==> src/rtl/if_id_buffer_if.sv <==
// Fetch/decode handshake bundle for the two-entry IF/ID buffer.
// slave: buffer side; master: fetch+decode (testbench) side.
interface if_id_buffer_if;
  logic        in_valid;
  logic        in_ready;
  logic [31:0] in_pc;
  logic [31:0] in_inst;
  logic        flush;
  logic        out_valid;
  logic        out_ready;
  logic [31:0] out_pc;
  logic [31:0] out_pc4;
  logic [31:0] out_inst;
  logic [5:0]  out_opcode;
  logic [4:0]  out_rs;
  logic [4:0]  out_rt;
  logic [4:0]  out_rd;
  logic [4:0]  out_shamt;
  logic [5:0]  out_funct;
  logic [31:0] out_imm_sext;
  logic [31:0] out_jtarget;
  logic        out_is_jump;
  logic [1:0]  count;
  logic        null_seen;

  modport slave (
    input  in_valid, in_pc, in_inst, flush, out_ready,
    output in_ready, out_valid, out_pc, out_pc4, out_inst,
    output out_opcode, out_rs, out_rt, out_rd, out_shamt,
    output out_funct, out_imm_sext, out_jtarget, out_is_jump,
    output count, null_seen
  );

  modport master (
    output in_valid, in_pc, in_inst, flush, out_ready,
    input  in_ready, out_valid, out_pc, out_pc4, out_inst,
    input  out_opcode, out_rs, out_rt, out_rd, out_shamt,
    input  out_funct, out_imm_sext, out_jtarget, out_is_jump,
    input  count, null_seen
  );
endinterface

==> src/rtl/if_id_buffer.sv <==
// Two-entry IF/ID buffer: captures {pc, inst} from fetch, presents the
// oldest entry pre-decoded to ID. Ports: clk, reset (async high), bus.
module if_id_buffer #(
  parameter int        DEPTH  = 2,
  parameter logic [5:0] OP_J   = 6'h02,
  parameter logic [5:0] OP_JAL = 6'h03
) (
  input  logic       clk,
  input  logic       reset,
  if_id_buffer_if.slave bus
);

  logic [31:0] r_pc   [2];
  logic [31:0] r_inst [2];
  logic        r_wptr;
  logic        r_rptr;
  logic [1:0]  r_count;
  logic        r_null;

  logic        w_full;
  logic        w_push;
  logic        w_pop;
  logic [31:0] w_pc;
  logic [31:0] w_inst;
  logic [31:0] w_pc4;

  assign w_full = (r_count == 2'(DEPTH));
  assign w_push = bus.in_valid & ~w_full & ~bus.flush;
  assign w_pop  = (r_count != 2'd0) & bus.out_ready & ~bus.flush;

  always_ff @(posedge clk or posedge reset) begin
    if (reset) begin
      r_wptr  <= 1'b0;
      r_rptr  <= 1'b0;
      r_count <= 2'd0;
      r_null  <= 1'b0;
    end else if (bus.flush) begin
      r_wptr  <= 1'b0;
      r_rptr  <= 1'b0;
      r_count <= 2'd0;
    end else begin
      if (w_push) r_wptr <= ~r_wptr;
      if (w_pop)  r_rptr <= ~r_rptr;
      unique case ({w_push, w_pop})
        2'b10:   r_count <= r_count + 2'd1;
        2'b01:   r_count <= r_count - 2'd1;
        default: r_count <= r_count;
      endcase
      if (w_push && bus.in_inst == 32'h0) r_null <= 1'b1;
    end
  end

  // Payload is not reset; outputs are don't-care while empty.
  always_ff @(posedge clk) begin
    if (w_push) begin
      r_pc[r_wptr]   <= bus.in_pc;
      r_inst[r_wptr] <= bus.in_inst;
    end
  end

  assign w_pc   = r_pc[r_rptr];
  assign w_inst = r_inst[r_rptr];
  assign w_pc4  = w_pc + 32'd4;

  assign bus.in_ready     = ~w_full;
  assign bus.out_valid    = (r_count != 2'd0);
  assign bus.count        = r_count;
  assign bus.null_seen    = r_null;
  assign bus.out_pc       = w_pc;
  assign bus.out_pc4      = w_pc4;
  assign bus.out_inst     = w_inst;
  assign bus.out_opcode   = w_inst[31:26];
  assign bus.out_rs       = w_inst[25:21];
  assign bus.out_rt       = w_inst[20:16];
  assign bus.out_rd       = w_inst[15:11];
  assign bus.out_shamt    = w_inst[10:6];
  assign bus.out_funct    = w_inst[5:0];
  assign bus.out_imm_sext = {{16{w_inst[15]}}, w_inst[15:0]};
  assign bus.out_jtarget  = {w_pc4[31:28], w_inst[25:0], 2'b00};
  assign bus.out_is_jump  = (w_inst[31:26] == OP_J) ||
                            (w_inst[31:26] == OP_JAL);

endmodule

==> src/flat_wrapper.sv <==
// flat-port wrapper written by rule: the top's interface ports become plain ports
module if_id_buffer_flat 
#(
  parameter int        DEPTH  = 2,
  parameter logic [5:0] OP_J   = 6'h02,
  parameter logic [5:0] OP_JAL = 6'h03
)
  (clk, reset, bus_in_valid, bus_in_pc, bus_in_inst, bus_flush, bus_out_ready, bus_in_ready, bus_out_valid, bus_out_pc, bus_out_pc4, bus_out_inst, bus_out_opcode, bus_out_rs, bus_out_rt, bus_out_rd, bus_out_shamt, bus_out_funct, bus_out_imm_sext, bus_out_jtarget, bus_out_is_jump, bus_count, bus_null_seen);
  if_id_buffer_if bus_i ();
  input  logic clk;
  input  logic reset;
  input wire logic [$bits(bus_i.in_valid)-1:0] bus_in_valid;
  input wire logic [$bits(bus_i.in_pc)-1:0] bus_in_pc;
  input wire logic [$bits(bus_i.in_inst)-1:0] bus_in_inst;
  input wire logic [$bits(bus_i.flush)-1:0] bus_flush;
  input wire logic [$bits(bus_i.out_ready)-1:0] bus_out_ready;
  output wire logic [$bits(bus_i.in_ready)-1:0] bus_in_ready;
  output wire logic [$bits(bus_i.out_valid)-1:0] bus_out_valid;
  output wire logic [$bits(bus_i.out_pc)-1:0] bus_out_pc;
  output wire logic [$bits(bus_i.out_pc4)-1:0] bus_out_pc4;
  output wire logic [$bits(bus_i.out_inst)-1:0] bus_out_inst;
  output wire logic [$bits(bus_i.out_opcode)-1:0] bus_out_opcode;
  output wire logic [$bits(bus_i.out_rs)-1:0] bus_out_rs;
  output wire logic [$bits(bus_i.out_rt)-1:0] bus_out_rt;
  output wire logic [$bits(bus_i.out_rd)-1:0] bus_out_rd;
  output wire logic [$bits(bus_i.out_shamt)-1:0] bus_out_shamt;
  output wire logic [$bits(bus_i.out_funct)-1:0] bus_out_funct;
  output wire logic [$bits(bus_i.out_imm_sext)-1:0] bus_out_imm_sext;
  output wire logic [$bits(bus_i.out_jtarget)-1:0] bus_out_jtarget;
  output wire logic [$bits(bus_i.out_is_jump)-1:0] bus_out_is_jump;
  output wire logic [$bits(bus_i.count)-1:0] bus_count;
  output wire logic [$bits(bus_i.null_seen)-1:0] bus_null_seen;
  assign bus_i.in_valid = bus_in_valid;
  assign bus_i.in_pc = bus_in_pc;
  assign bus_i.in_inst = bus_in_inst;
  assign bus_i.flush = bus_flush;
  assign bus_i.out_ready = bus_out_ready;
  assign bus_in_ready = bus_i.in_ready;
  assign bus_out_valid = bus_i.out_valid;
  assign bus_out_pc = bus_i.out_pc;
  assign bus_out_pc4 = bus_i.out_pc4;
  assign bus_out_inst = bus_i.out_inst;
  assign bus_out_opcode = bus_i.out_opcode;
  assign bus_out_rs = bus_i.out_rs;
  assign bus_out_rt = bus_i.out_rt;
  assign bus_out_rd = bus_i.out_rd;
  assign bus_out_shamt = bus_i.out_shamt;
  assign bus_out_funct = bus_i.out_funct;
  assign bus_out_imm_sext = bus_i.out_imm_sext;
  assign bus_out_jtarget = bus_i.out_jtarget;
  assign bus_out_is_jump = bus_i.out_is_jump;
  assign bus_count = bus_i.count;
  assign bus_null_seen = bus_i.null_seen;
  if_id_buffer #(.DEPTH(DEPTH), .OP_J(OP_J), .OP_JAL(OP_JAL)) u_core (.clk(clk), .reset(reset), .bus(bus_i));
endmodule
==> config.mk <==
export PLATFORM = sky130hd
export DESIGN_NAME = if_id_buffer_flat
export DESIGN_NICKNAME = d
export VERILOG_FILES = /design/src/rtl/if_id_buffer_if.sv /design/src/rtl/if_id_buffer.sv /design/src/flat_wrapper.sv
export SDC_FILE = /design/constraint.sdc
export NUM_CORES = 1
export LEC_CHECK = 0
export ABC_AREA = 1
export BUFFER_PORTS_ARGS = -buffer_cell sky130_fd_sc_hd__buf_2
export CAP_MARGIN = 20
export CORE_MARGIN = 2
export CORE_UTILIZATION = 53
export DETAILED_ROUTE_END_ITERATION = 6
export PLACE_DENSITY = 0.87
export SLEW_MARGIN = 20
export SYNTH_ARGS = -nofsm -noshare
export SYNTH_HDL_FRONTEND = slang
export SYNTH_SLANG_ARGS = --single-unit
==> constraint.sdc <==
create_clock -name clk -period 6.7 [get_ports clk]
set_input_delay 0.335 -clock clk [delete_from_list [all_inputs] [get_ports clk]]
set_output_delay 0.335 -clock clk [all_outputs]
set_load 0.01 [all_outputs]
==> results of run 1 <==
## cell families (layout without fill, tap and decap cells)
| group | count (synthesis) | in the layout |
|---|---|---|
| flip-flops | 133 | 133 |
| adder cells (fa/ha/maj) | 1 | 1 |
| AO/OA/AOI/OAI | 12 | 12 |
| multiplexers | 1 | 1 |
| XOR/XNOR | 15 | 15 |
| AND/OR/NAND/NOR | 365 | 365 |
| other | 1 | 3 |
| buffers and inverters | 141 | 331 |
## registers in the layout, indices dropped and copies added, names as in the netlist
signal	count
u_core.r_inst	64
u_core.r_pc	64
u_core.bus.count	2
u_core.bus.null_seen	1
u_core.r_rptr	1
u_core.r_wptr	1
## cell usage after synthesis, drive strengths merged (2+ instances only)
cell    number
nor4         2
buf        107
or2          3
nand3       18
nor3         3
nor2        58
clkbuf       4
dfrtp        5
nand2      274
edfxtp     128
inv         30
nand4        2
xor2         9
nand3b       5
xnor2        6
o21ai       10
## power by group through the flow
stage               Sequential [mW]  Clock [mW]  Combinational [mW]
floorplan                      1.03           0               0.694
global placement               1.02           0               0.896
detailed placement             1.03           0               0.913
CTS                            1.01       0.867               0.916
global route                   1.01       0.908               0.988
finish                         1.01       0.853               0.903
## stage by stage
step | power (mW) | setup WS (ps) | utilization, %
after floorplan | 1.72 | 2570 | -
after global placement | 1.92 | 3830 | 61.1
after detailed placement | 1.94 | 3780 | 61.1
after CTS | 2.79 | 3350 | 65.8
after global routing | 2.91 | 3140 | 65.8
final | 2.77 | 3330 | 65.8
## worst register-to-register path, delay by kind of cell (launching register included)
kind	cells	cell delay [ps]
buffers and inverters	3	840
AND/OR/NAND/NOR	4	710
flip-flops	1	380
## per-layer routing
layer | share of wire (%) | vias to the layer above | global-route usage, % | routed length [um]
met4 | 2.5 | 0 | 9.96 | 376
met1 | 36 | 2279 | 24.2 | 5480
met2 | 53 | 266 | 41.3 | 8060
met5 | 0 | - | 0 | 0
li1 | - | 2431 | - | -
met3 | 8.8 | 32 | 5.86 | 1350
## worst max-delay path by stage
stage	from	end	slack [ps]
3_3_place_gp	u_core.r_rptr	bus_out_pc4[16]	3830
6_report	u_core.r_rptr	bus_out_pc4[16]	3330
5_1_grt	u_core.r_rptr	bus_out_pc4[16]	3140
4_1_cts	u_core.r_rptr	bus_out_pc4[16]	3350
3_5_place_dp	u_core.r_rptr	bus_out_pc4[16]	3780
2_1_floorplan	u_core.bus.count[0]	u_core.r_inst[0][0]	2570
## layout make-up
| cell class | instances | area share, % |
|---|---|---|
| clock buffers | 18 | 5.41 |
| diodes | 1 | 0.0315 |
| repair buffers | 269 | 17.2 |
| well taps | 168 | 2.65 |
| flip-flops and latches | 133 | 50.0 |
| inverters | 30 | 1.42 |
| multi-input cells | 396 | 21.7 |
| clock inverters | 14 | 1.61 |
## timing repair
item | CTS | global route
setup buffers | 0 | 0
hold buffers | 1 | 0
hold endpoints to repair | 5 | 0
==> metrics.md, run 1 <==
| Metric | Value |
|---|---|
| Global placement routability congestion | `0.944` |
| Cell Area, Synth | `approximately 0.0066 mm2` |
| Total of warnings raised by yosys | `0` |
| Clock share of power | `30.8%` |
| Sequential fraction of the synthesis area | `between 60% and 70%` |
| Result of the run | `finished, final reports clean` |
| Post-Synthesis Cells | `between 600 and 700` |
| Total negative slack | `0 ps` |
| Combined flip-flop and latch cell area | `~0.0040 mm2` |
| Input/output buffers | `approximately 260` |
| Critical path type | `register to primary output` |
| P per Cell Area | `approximately 350 mW/mm2` |
| Crit start category | `register` |
| Synth Area in Adders | `less than 1%` |
| Leakage | `between 3 and 4 nW` |
| All-Layer GR Usage | `approximately 22%` |
| Dominant combinational cell family by area after synthesis | `simple AND/OR/NAND/NOR gates` |
| Final #Nets | `~920` |
| Via density per instance | `roughly 4.9` |
| Floorplan Core Area | `between 0.01 and 0.015 mm2` |
| Reg2reg setup slack | `between 4000 and 5000 ps` |
| Net switching share of the total power | `34.7%` |
| Count of fill cells added during filler insertion | `about 950` |
| Internal Dissipation | `1.81 mW` |
| Endpoint of the worst register-to-register path | `u_core.r_pc[0][31]` |
| Clock-pin slew on the worst setup and hold paths | `roughly 60 ps` |
| Final setup violation count | `0` |
| Slew @ Worst Pin | `roughly 870 ps` |
| Bufs on Longest Clock Path | `2` |
| Family of cells with the greatest summed delay on the critical path | `buffers and inverters` |
| Std-Cell Rows | `40` |
| Number of DRC markers in iteration 0 | `between 300 and 400` |
| Minimum hold slack | `roughly 110 ps` |
| Maximum clock frequency | `0.296 GHz` |
| Unrepaired setup endpoints after global routing | `no` |
| Resize count post-CTS | `0` |
| Top cell type's share of synthesized area | `between 50% and 60%` |
| Worst reg2reg startpoint | `u_core.bus.count[0]` |
| Wire length of the first global-routing pass | `22100 um` |
| Most frequently used flop master after synthesis | `edfxtp_1` |
| Post-route fraction of the period consumed by the critical path | `between 50% and 60%` |
| VDD IR max | `0.199 mV` |
| Clock tree from TritonCTS | `built` |
| Relative slew slack | `a little over two fifths` |
| Worst path arrival time | `slightly above 3000 ps` |
| Hold Crit Endpoint | `u_core.r_pc[1][0]` |
| Crit path required time | `around 6400 ps` |
| Total DRC errors in the routed layout | `0` |
| Fin area | `between 0.007 and 0.008 mm2` |
| Fraction of synthesized area in multiplexers | `less than 1%` |
| Critical Path, Cell by Cell | `buf_4 > o21ai_1 > inv_1 > ha_1 > nand3_1 > nor2_1 > nand3_1 > xnor2_1 > buf_2` |
| Wire length after detailed routing | `15300 um` |
| Number of I/O pins | `267` |
| HPWL after DPL | `11200 um` |
| Dominant cell type by count on the critical path | `nand3_1` |
| Count of nets left with antenna violations after detail routing | `0` |
| Clock tree skew after final layout | `between 8 and 9 ps` |
| Cell Count Post-Placement | `995` |
| Cell with the biggest individual delay on the critical path | `buf_4` |
| Initial antenna violation count | `1` |
| Number of levels in the clock H-tree | `4` |
| R2R depth | `7` |
| Initial core utilization | `between 50% and 60%` |
| Number of vias after detailed routing | `~5000` |
| Filler-free cell count of the finished design | `about 1000` |
| Cell variety after synth | `29` |
| Share of final-layout standard cells stronger than drive strength 1 | `between 30% and 40%` |
| Worst skew pair latency | `410 ps` |
| Cells taking the most area after synthesis | `edfxtp_1, nand2_1, buf_4` |
| TritonCTS Sinks | `~130` |
| Area leader, netlist | `edfxtp_1` |
| Depth of the worst hold-timing path | `1` |
| Number of failing hold endpoints at the final stage | `0` |
| Root cell of the clock tree | `clkbuf_16` |
| Total grt overflow | `0` |
| Sequential Power Share | `a little over a third` |
| Number of global-route vias before repair | `roughly 4500` |
| Shortest clock period the worst path allows after layout | `3370 ps` |
| Hold path start | `bus_in_pc[0]` |
| Post-synthesis xor/xnor area fraction | `~2.0%` |
| Synthesized area divided by synthesized cell count | `a little under 10 um2` |
| Worst min-delay path category | `input port to register` |
| Area overhead of the layout relative to synthesis | `20.3%` |
| Stages on worst setup path | `9` |
| Count of flip-flops with a built-in enable after synthesis | `around 130` |
| Synthesized-area fraction occupied by ao, oa, aoi and oai cells | `0.948%` |
| Net switching power figure | `between 0.9 and 1 mW` |
| Die Height | `between 100 and 150 um` |
| Fraction of the mapped netlist area in simple logic gates | `between 20% and 30%` |
| Setup crit end kind | `primary output` |
| Final slew viol count | `0` |
| Multi-input gate area in the final layout | `~0.0017 mm2` |
| Flops & latches, synth | `roughly 130` |
| Total die area | `approximately 0.013 mm2` |
| Instance area at placement | `0.00737 mm2` |
| TritonCTS Buffers | `17` |
| Leading cell types in the layout, fill and taps excluded | `nand2_1, buf_2, edfxtp_1, nor2_1, inv_1` |
| Die extent in x | `116 um` |
| Number of optimization iterations in the first detailed-route pass | `4` |
| Fraction of registers with async set or reset after synthesis | `3.76%` |
| Critical path buffer and inverter count | `3` |
| Max stage delay on crit path | `roughly 560 ps` |
| # Max-Cap Violations | `0` |
| Maximum number of pins on one net before global-route repair | `67` |
| Combinational cell fraction of total power | `32.7%` |
| Detailed-route wire length per cell | `approximately 15 um` |
| Largest driver fanout on the critical path | `66` |
(Power assumes the default switching activity.)
==> run 2, diff against run 1 <==
- CORE_UTILIZATION: 53 -> 44
- PLACE_DENSITY: 0.87 -> 0.77
- clock period: 6.7 -> 2.83 ns (I/O delays scaled with it)
==> metrics.md, run 2 (synthesis results as in run 1) <==
| Metric | Value |
|---|---|
| Result of the run | `finished, final reports clean` |
| Share of final-layout standard cells stronger than drive strength 1 | `around 36%` |
| VDD IR max | `approximately 0.50 mV` |
| Most frequent standard cell in the layout excluding fill and tap cells | `buf_2` |
| Number of levels in the clock H-tree | `4` |
| Critical path type | `register to primary output` |
| Worst min-delay path category | `input port to register` |
| Number of DRC markers in iteration 0 | `about 400` |
| Cell Count Post-Placement | `just over 1000` |
| Post-route setup slack | `around 210 ps` |
| Bufs on Longest Clock Path | `2` |
| Total die area | `0.0160 mm2` |
| Hold path start | `bus_flush` |
| Global placement routability congestion | `between 0.8 and 0.9` |
| Root cell of the clock tree | `clkbuf_16` |
| Floorplan Core Area | `around 0.015 mm2` |
| Fin area | `0.00881 mm2` |
| Clock tree from TritonCTS | `built` |
| Shortest clock period the worst path allows after layout | `around 2600 ps` |
| Setup slack after placement | `about 440 ps` |
| Number of optimization iterations in the first detailed-route pass | `5` |
| Largest driver fanout on the critical path | `12` |
| Endpoint of the worst register-to-register path | `u_core.r_inst[0][21]` |
| Count of fill cells added during filler insertion | `approximately 1200` |
| # Max-Cap Violations | `0` |
| Die Height | `roughly 130 um` |
| Detailed-route wire length per cell | `~15 um` |
| Number of failing hold endpoints at the final stage | `0` |
| Final setup violation count | `0` |
| Total grt overflow | `0` |
| Max stage delay on crit path | `550 ps` |
| Family of cells with the greatest summed delay on the critical path | `simple AND/OR/NAND/NOR gates` |
| Worst path arrival time | `roughly 2500 ps` |
| Total DRC errors in the routed layout | `0` |
| TritonCTS Buffers | `17` |
| Maximum number of pins on one net before global-route repair | `65` |
| Worst reg2reg startpoint | `u_core.bus.count[0]` |
| Hold Crit Endpoint | `u_core.bus.null_seen` |
| Critical Path, Cell by Cell | `inv_6 > buf_4 > nand2_1 > nand2_1 > nand2_1 > nor2_1 > nand2_1 > nor2_1 > nand3_1 > nand2_1 > buf_2` |
| Wire length of the first global-routing pass | `between 20000 and 30000 um` |
| Number of global-route vias before repair | `4979` |
| Final #Nets | `a little under 1000` |
| Maximum clock frequency | `~0.38 GHz` |
| Die extent in x | `roughly 130 um` |
| Instance area at placement | `roughly 0.0075 mm2` |
| Total negative slack | `0 ps` |
| Final core area utilization | `between 60% and 70%` |
| All-Layer GR Usage | `between 20% and 30%` |
| Power after layout | `approximately 7 mW` |
| Cell with the biggest individual delay on the critical path | `dfrtp_4` |
| R2R depth | `7` |
| Filler-free cell count of the finished design | `1115` |
| Final antenna diode count | `0` |
| Std-Cell Rows | `44` |
| Critical path buffer and inverter count | `3` |
| Initial antenna violation count | `0` |
| Leading cell types in the layout, fill and taps excluded | `buf_2, nand2_1, edfxtp_1, dlygate4sd3_1, nor2_1` |
| Number of I/O pins | `around 270` |
| Clock tree skew after final layout | `6.52 ps` |
| Depth of the worst hold-timing path | `4` |
| Leakage | `between 3 and 4 nW` |
| Post-route fraction of the period consumed by the critical path | `between 90% and 100%` |
| Count of nets left with antenna violations after detail routing | `0` |
| Number of vias after detailed routing | `around 5300` |
| Crit start category | `register` |
| Dominant cell type by count on the critical path | `nand2_1` |
| Final slew viol count | `0` |
| Input/output buffers | `between 200 and 300` |
| TritonCTS Sinks | `around 130` |
| Via density per instance | `between 4 and 5` |
| P per Cell Area | `roughly 800 mW/mm2` |
| Reg2reg setup slack | `roughly 920 ps` |
| Crit path required time | `between 2000 and 3000 ps` |
| Minimum hold slack | `~51 ps` |
| Clock-pin slew on the worst setup and hold paths | `roughly 60 ps` |
| Initial core utilization | `around 45%` |
| Wire length after detailed routing | `17000 um` |
| Area overhead of the layout relative to synthesis | `33.4%` |
| Setup crit end kind | `primary output` |
| Worst skew pair latency | `just over 400 ps` |
| HPWL after DPL | `11400 um` |
| Unrepaired setup endpoints after global routing | `no` |
run 2: cell count changes in the layout (fill, tap and decap cells not counted), sizes merged:
cell,previous run,this run
clkinvlp,6,5
inv,34,32
dlygate4sd3,1,65
diode,1,0
bufinv,1,4
clkbuf,18,19
buf,268,274
run 2: power breakdown:
group | switching [mW] | internal, mW
logic | 1.46 | 0.841
clock network | 0.827 | 1.48
registers | 0.0572 | 2.34
run 2: routing by layer:
metal / share of wire, % / GRT usage [%] / routed length (um) / up-vias
met1: 40 / 24.9 / 6720 / 2454
li1: - / - / - / 2567
met5: 0 / 0 / 0 / -
met4: 2.2 / 7.95 / 367 / 0
met2: 51 / 36.0 / 8670 / 240
met3: 7.1 / 5.06 / 1210 / 28
run 2: area by class of cell:
type / count / area [um2] / share of cell area, %
Clock inverter: 14 / 201 / 2.29
Multi-Input combinational cell: 396 / 1740 / 19.8
Inverter: 30 / 118 / 1.34
Timing Repair Buffer: 340 / 2110 / 24.0
Sequential cell: 133 / 3970 / 45.1
Clock buffer: 18 / 429 / 4.87
Tap cell: 184 / 230 / 2.61
run 2: worst register-to-register path, delay by kind of cell (launching register included):
kind                   cells  cell delay (ps)
DFF                        1              370
and+or+nand+nor            4              620
buffers and inverters      3              530
run 2: worst max path at each step:
| stage | end | cells past startpoint | slack (ps) | startpoint |
|---|---|---|---|---|
| final | bus_out_jtarget[31] | 11 | 210 | u_core.r_rptr |
| after global routing | bus_out_jtarget[31] | 12 | 30 | u_core.r_rptr |
| after CTS | bus_out_pc4[29] | 12 | 60 | u_core.r_rptr |
| after detailed placement | bus_out_jtarget[29] | 11 | 440 | u_core.r_rptr |
| after global placement | bus_out_jtarget[29] | 11 | 470 | u_core.r_rptr |
| after floorplan | u_core.r_inst[0][0] | 6 | 440 | u_core.bus.count[0] |
run 2: repair_timing:
item	4_1_cts	5_1_grt
hold buffers	65	0
hold endpoints to repair	133	0
gates resized for setup	1	10
setup endpoints to repair	2	23
gates cloned	0	1
pin swaps	0	0
buffers inserted	0	2
==> run 3, diff against run 2 <==
- ABC_AREA: 1 -> not set
==> metrics.md, run 3 <==
| Metric | Value |
|---|---|
| Clock tree from TritonCTS | `built` |
| Final setup violation count | `0` |
| Root cell of the clock tree | `clkbuf_16` |
| Leakage | `3.63 nW` |
| Wire length after detailed routing | `about 15000 um` |
| Std-Cell Rows | `44` |
| Worst min-delay path category | `input port to register` |
| Most frequently used flop master after synthesis | `edfxtp_1` |
| Clock share of power | `a little over two fifths` |
| Wire length of the first global-routing pass | `approximately 23000 um` |
| Top cell type's share of synthesized area | `approximately three fifths` |
| TritonCTS Sinks | `133` |
| Number of optimization iterations in the first detailed-route pass | `4` |
| Number of vias after detailed routing | `4571` |
| TritonCTS Buffers | `17` |
| # Max-Cap Violations | `0` |
| Shortest clock period the worst path allows after layout | `2730 ps` |
| Post-Synthesis Cells | `between 400 and 500` |
| Initial antenna violation count | `0` |
| Setup slack after placement | `around 290 ps` |
| Sequential fraction of the synthesis area | `60.6%` |
| Maximum number of pins on one net before global-route repair | `between 60 and 70` |
| Cells taking the most area after synthesis | `edfxtp_1, buf_4, mux2_2` |
| Worst path arrival time | `approximately 2600 ps` |
| Total of warnings raised by yosys | `0` |
| Most frequent standard cell in the layout excluding fill and tap cells | `buf_2` |
| Number of I/O pins | `267` |
| Result of the run | `finished, final reports clean` |
| Via density per instance | `a little under 5` |
| Total DRC errors in the routed layout | `0` |
| Final #Nets | `800` |
| Final slew viol count | `0` |
| Number of levels in the clock H-tree | `4` |
| Bufs on Longest Clock Path | `2` |
| Relative slew slack | `around 56%` |
| Internal Dissipation | `about 4.2 mW` |
| Unrepaired setup endpoints after global routing | `yes` |
| Combinational cell fraction of total power | `between 10% and 20%` |
| Post-route setup slack | `slightly above 100 ps` |
| List of most frequent post-synthesis cells | `edfxtp_1, buf_4, mux2_2, nand2_1, xnor2_1` |
| Flops & latches, synth | `133` |
| Crit path required time | `between 2000 and 3000 ps` |
| Count of flip-flops with a built-in enable after synthesis | `between 100 and 150` |
| Floorplan Core Area | `roughly 0.015 mm2` |
| Count of fill cells added during filler insertion | `1125` |
| Area leader, netlist | `edfxtp_1` |
| Cell variety after synth | `47` |
| Crit start category | `register` |
| Cell Area, Synth | `around 0.0065 mm2` |
| All-Layer GR Usage | `around a fifth` |
| Net switching share of the total power | `around a quarter` |
| Input/output buffers | `between 200 and 300` |
| Total die area | `approximately 0.016 mm2` |
| Number of DRC markers in iteration 0 | `between 200 and 250` |
| Largest driver fanout on the critical path | `11` |
| Number of global-route vias before repair | `between 4000 and 5000` |
| Worst skew pair latency | `410 ps` |
| Sequential Power Share | `approximately two fifths` |
| Die Height | `126 um` |
| Post-route fraction of the period consumed by the critical path | `96.4%` |
| Detailed-route wire length per cell | `around 17 um` |
| Area overhead of the layout relative to synthesis | `35.0%` |
| VDD IR max | `around 0.34 mV` |
| Final antenna diode count | `0` |
| Critical path type | `register to primary output` |
| Global placement routability congestion | `between 0.8 and 0.9` |
| Total grt overflow | `0` |
| Power after layout | `between 5 and 6 mW` |
| Leading cell types in the layout, fill and taps excluded | `buf_2, edfxtp_1, dlygate4sd3_1, mux2_2, nand2_1` |
| Number of failing hold endpoints at the final stage | `0` |
| Synthesized area divided by synthesized cell count | `roughly 14 um2` |
| Top-count cell post-synth | `edfxtp_1` |
| Initial core utilization | `between 40% and 50%` |
| Slew @ Worst Pin | `roughly 660 ps` |
| Clock-pin slew on the worst setup and hold paths | `roughly 60 ps` |
| Share of final-layout standard cells stronger than drive strength 1 | `between 50% and 60%` |
| Count of nets left with antenna violations after detail routing | `0` |
| Maximum clock frequency | `roughly 0.37 GHz` |
| P per Cell Area | `between 600 and 700 mW/mm2` |
| HPWL after DPL | `between 10000 and 15000 um` |
| Fraction of registers with async set or reset after synthesis | `3.76%` |
| Setup crit end kind | `primary output` |
| Clock tree skew after final layout | `~7 ps` |
| Die extent in x | `between 100 and 150 um` |
| Net switching power figure | `roughly 1.4 mW` |
-- run 3: cell types whose count changed after synthesis, moves of 10 or more --
cell	before	now
nand2_2	10	0
mux2i_1	1	12
mux2_2	0	49
nor2_1	53	12
xnor2_1	6	20
inv_1	28	11
nand2_1	264	25
-- run 3: cell type report --
type | count | area (um2) | area share, %
clock buffer | 18 | 429 | 4.85
clock inverter | 14 | 200 | 2.26
inverter | 11 | 41.3 | 0.467
multi-input combinational | 217 | 1790 | 20.2
sequential | 133 | 3970 | 44.9
tap | 184 | 230 | 2.60
timing repair buffer | 350 | 2180 | 24.7
-- run 3: cell families after synthesis --
family / Yosys count / share of synthesized area (%)
compound gates: 22 / 2.37
xor+xnor: 29 / 3.88
fa+ha+maj: 1 / 0.191
buf+inv: 121 / 13.2
flops: 133 / 60.6
mux: 63 / 10.7
other cells: 1 / 0.0573
simple gates: 100 / 9.08
-- run 3: final timing paths --
check / from / to / slack, ps / depth (start not counted)
max reg2reg: u_core.bus.count[0] / u_core.r_pc[1][0] / 790 / 5
max in group asynchronous: reset / u_core.r_rptr / 2410 / 3
min in group asynchronous: reset / u_core.bus.null_seen / 200 / 3
max: u_core.r_rptr / bus_out_jtarget[30] / 100 / 8
min reg2reg: u_core.bus.null_seen / u_core.bus.null_seen / 470 / 1
min: bus_in_valid / u_core.bus.count[0] / 50 / 3
-- run 3: routing by layer --
metal	track usage, %	wire length, um	share of wire, %
met4	8.14	360	2.3
met5	0	0	0
met3	4.72	1060	6.9
met1	22.8	6020	39
met2	31.6	7980	52
-- run 3: worst max-delay path, stage by stage (launching register included) --
cell	delay (ps)
dfrtp_4	490
buf_6	140
buf_12	130
nand3b_4	160
a222oi_1	480
nand4_4	240
nor3_2	230
xnor2_1	150
buf_2	160
-- run 3: through the flow --
stage          instance area, um2  TNS [ps]  cells  hold WS, ps  util, %
2_1_floorplan                6590         0    471        -80.0        -
5_1_grt                      8840      -146    927         63.3     60.8
6_report                     8840         0    927         54.6     60.8
4_1_cts                      8700         0    916         26.4     59.9
3_5_place_dp                 7390         0    816         65.3     50.9
3_3_place_gp                 7390         0    816         64.7     50.9
-- run 3: what timing repair did --
action                                  4_1_cts  5_1_grt
pin swaps                                     1        6
hold buffers                                 66        0
endpoints found under the hold margin       136        0
endpoints found under the setup margin        8       11
gates resized for setup                       1       13
setup buffers                                 2       11
-- run 3: power groups by stage --
stage | Clock [mW] | Combinational, mW | Sequential (mW)
6_report | 2.31 | 0.926 | 2.29
5_1_grt | 2.44 | 0.996 | 2.29
4_1_cts | 2.35 | 0.892 | 2.29
3_5_place_dp | 0 | 0.808 | 2.34
3_3_place_gp | 0 | 0.798 | 2.33
2_1_floorplan | 0 | 0.620 | 2.32
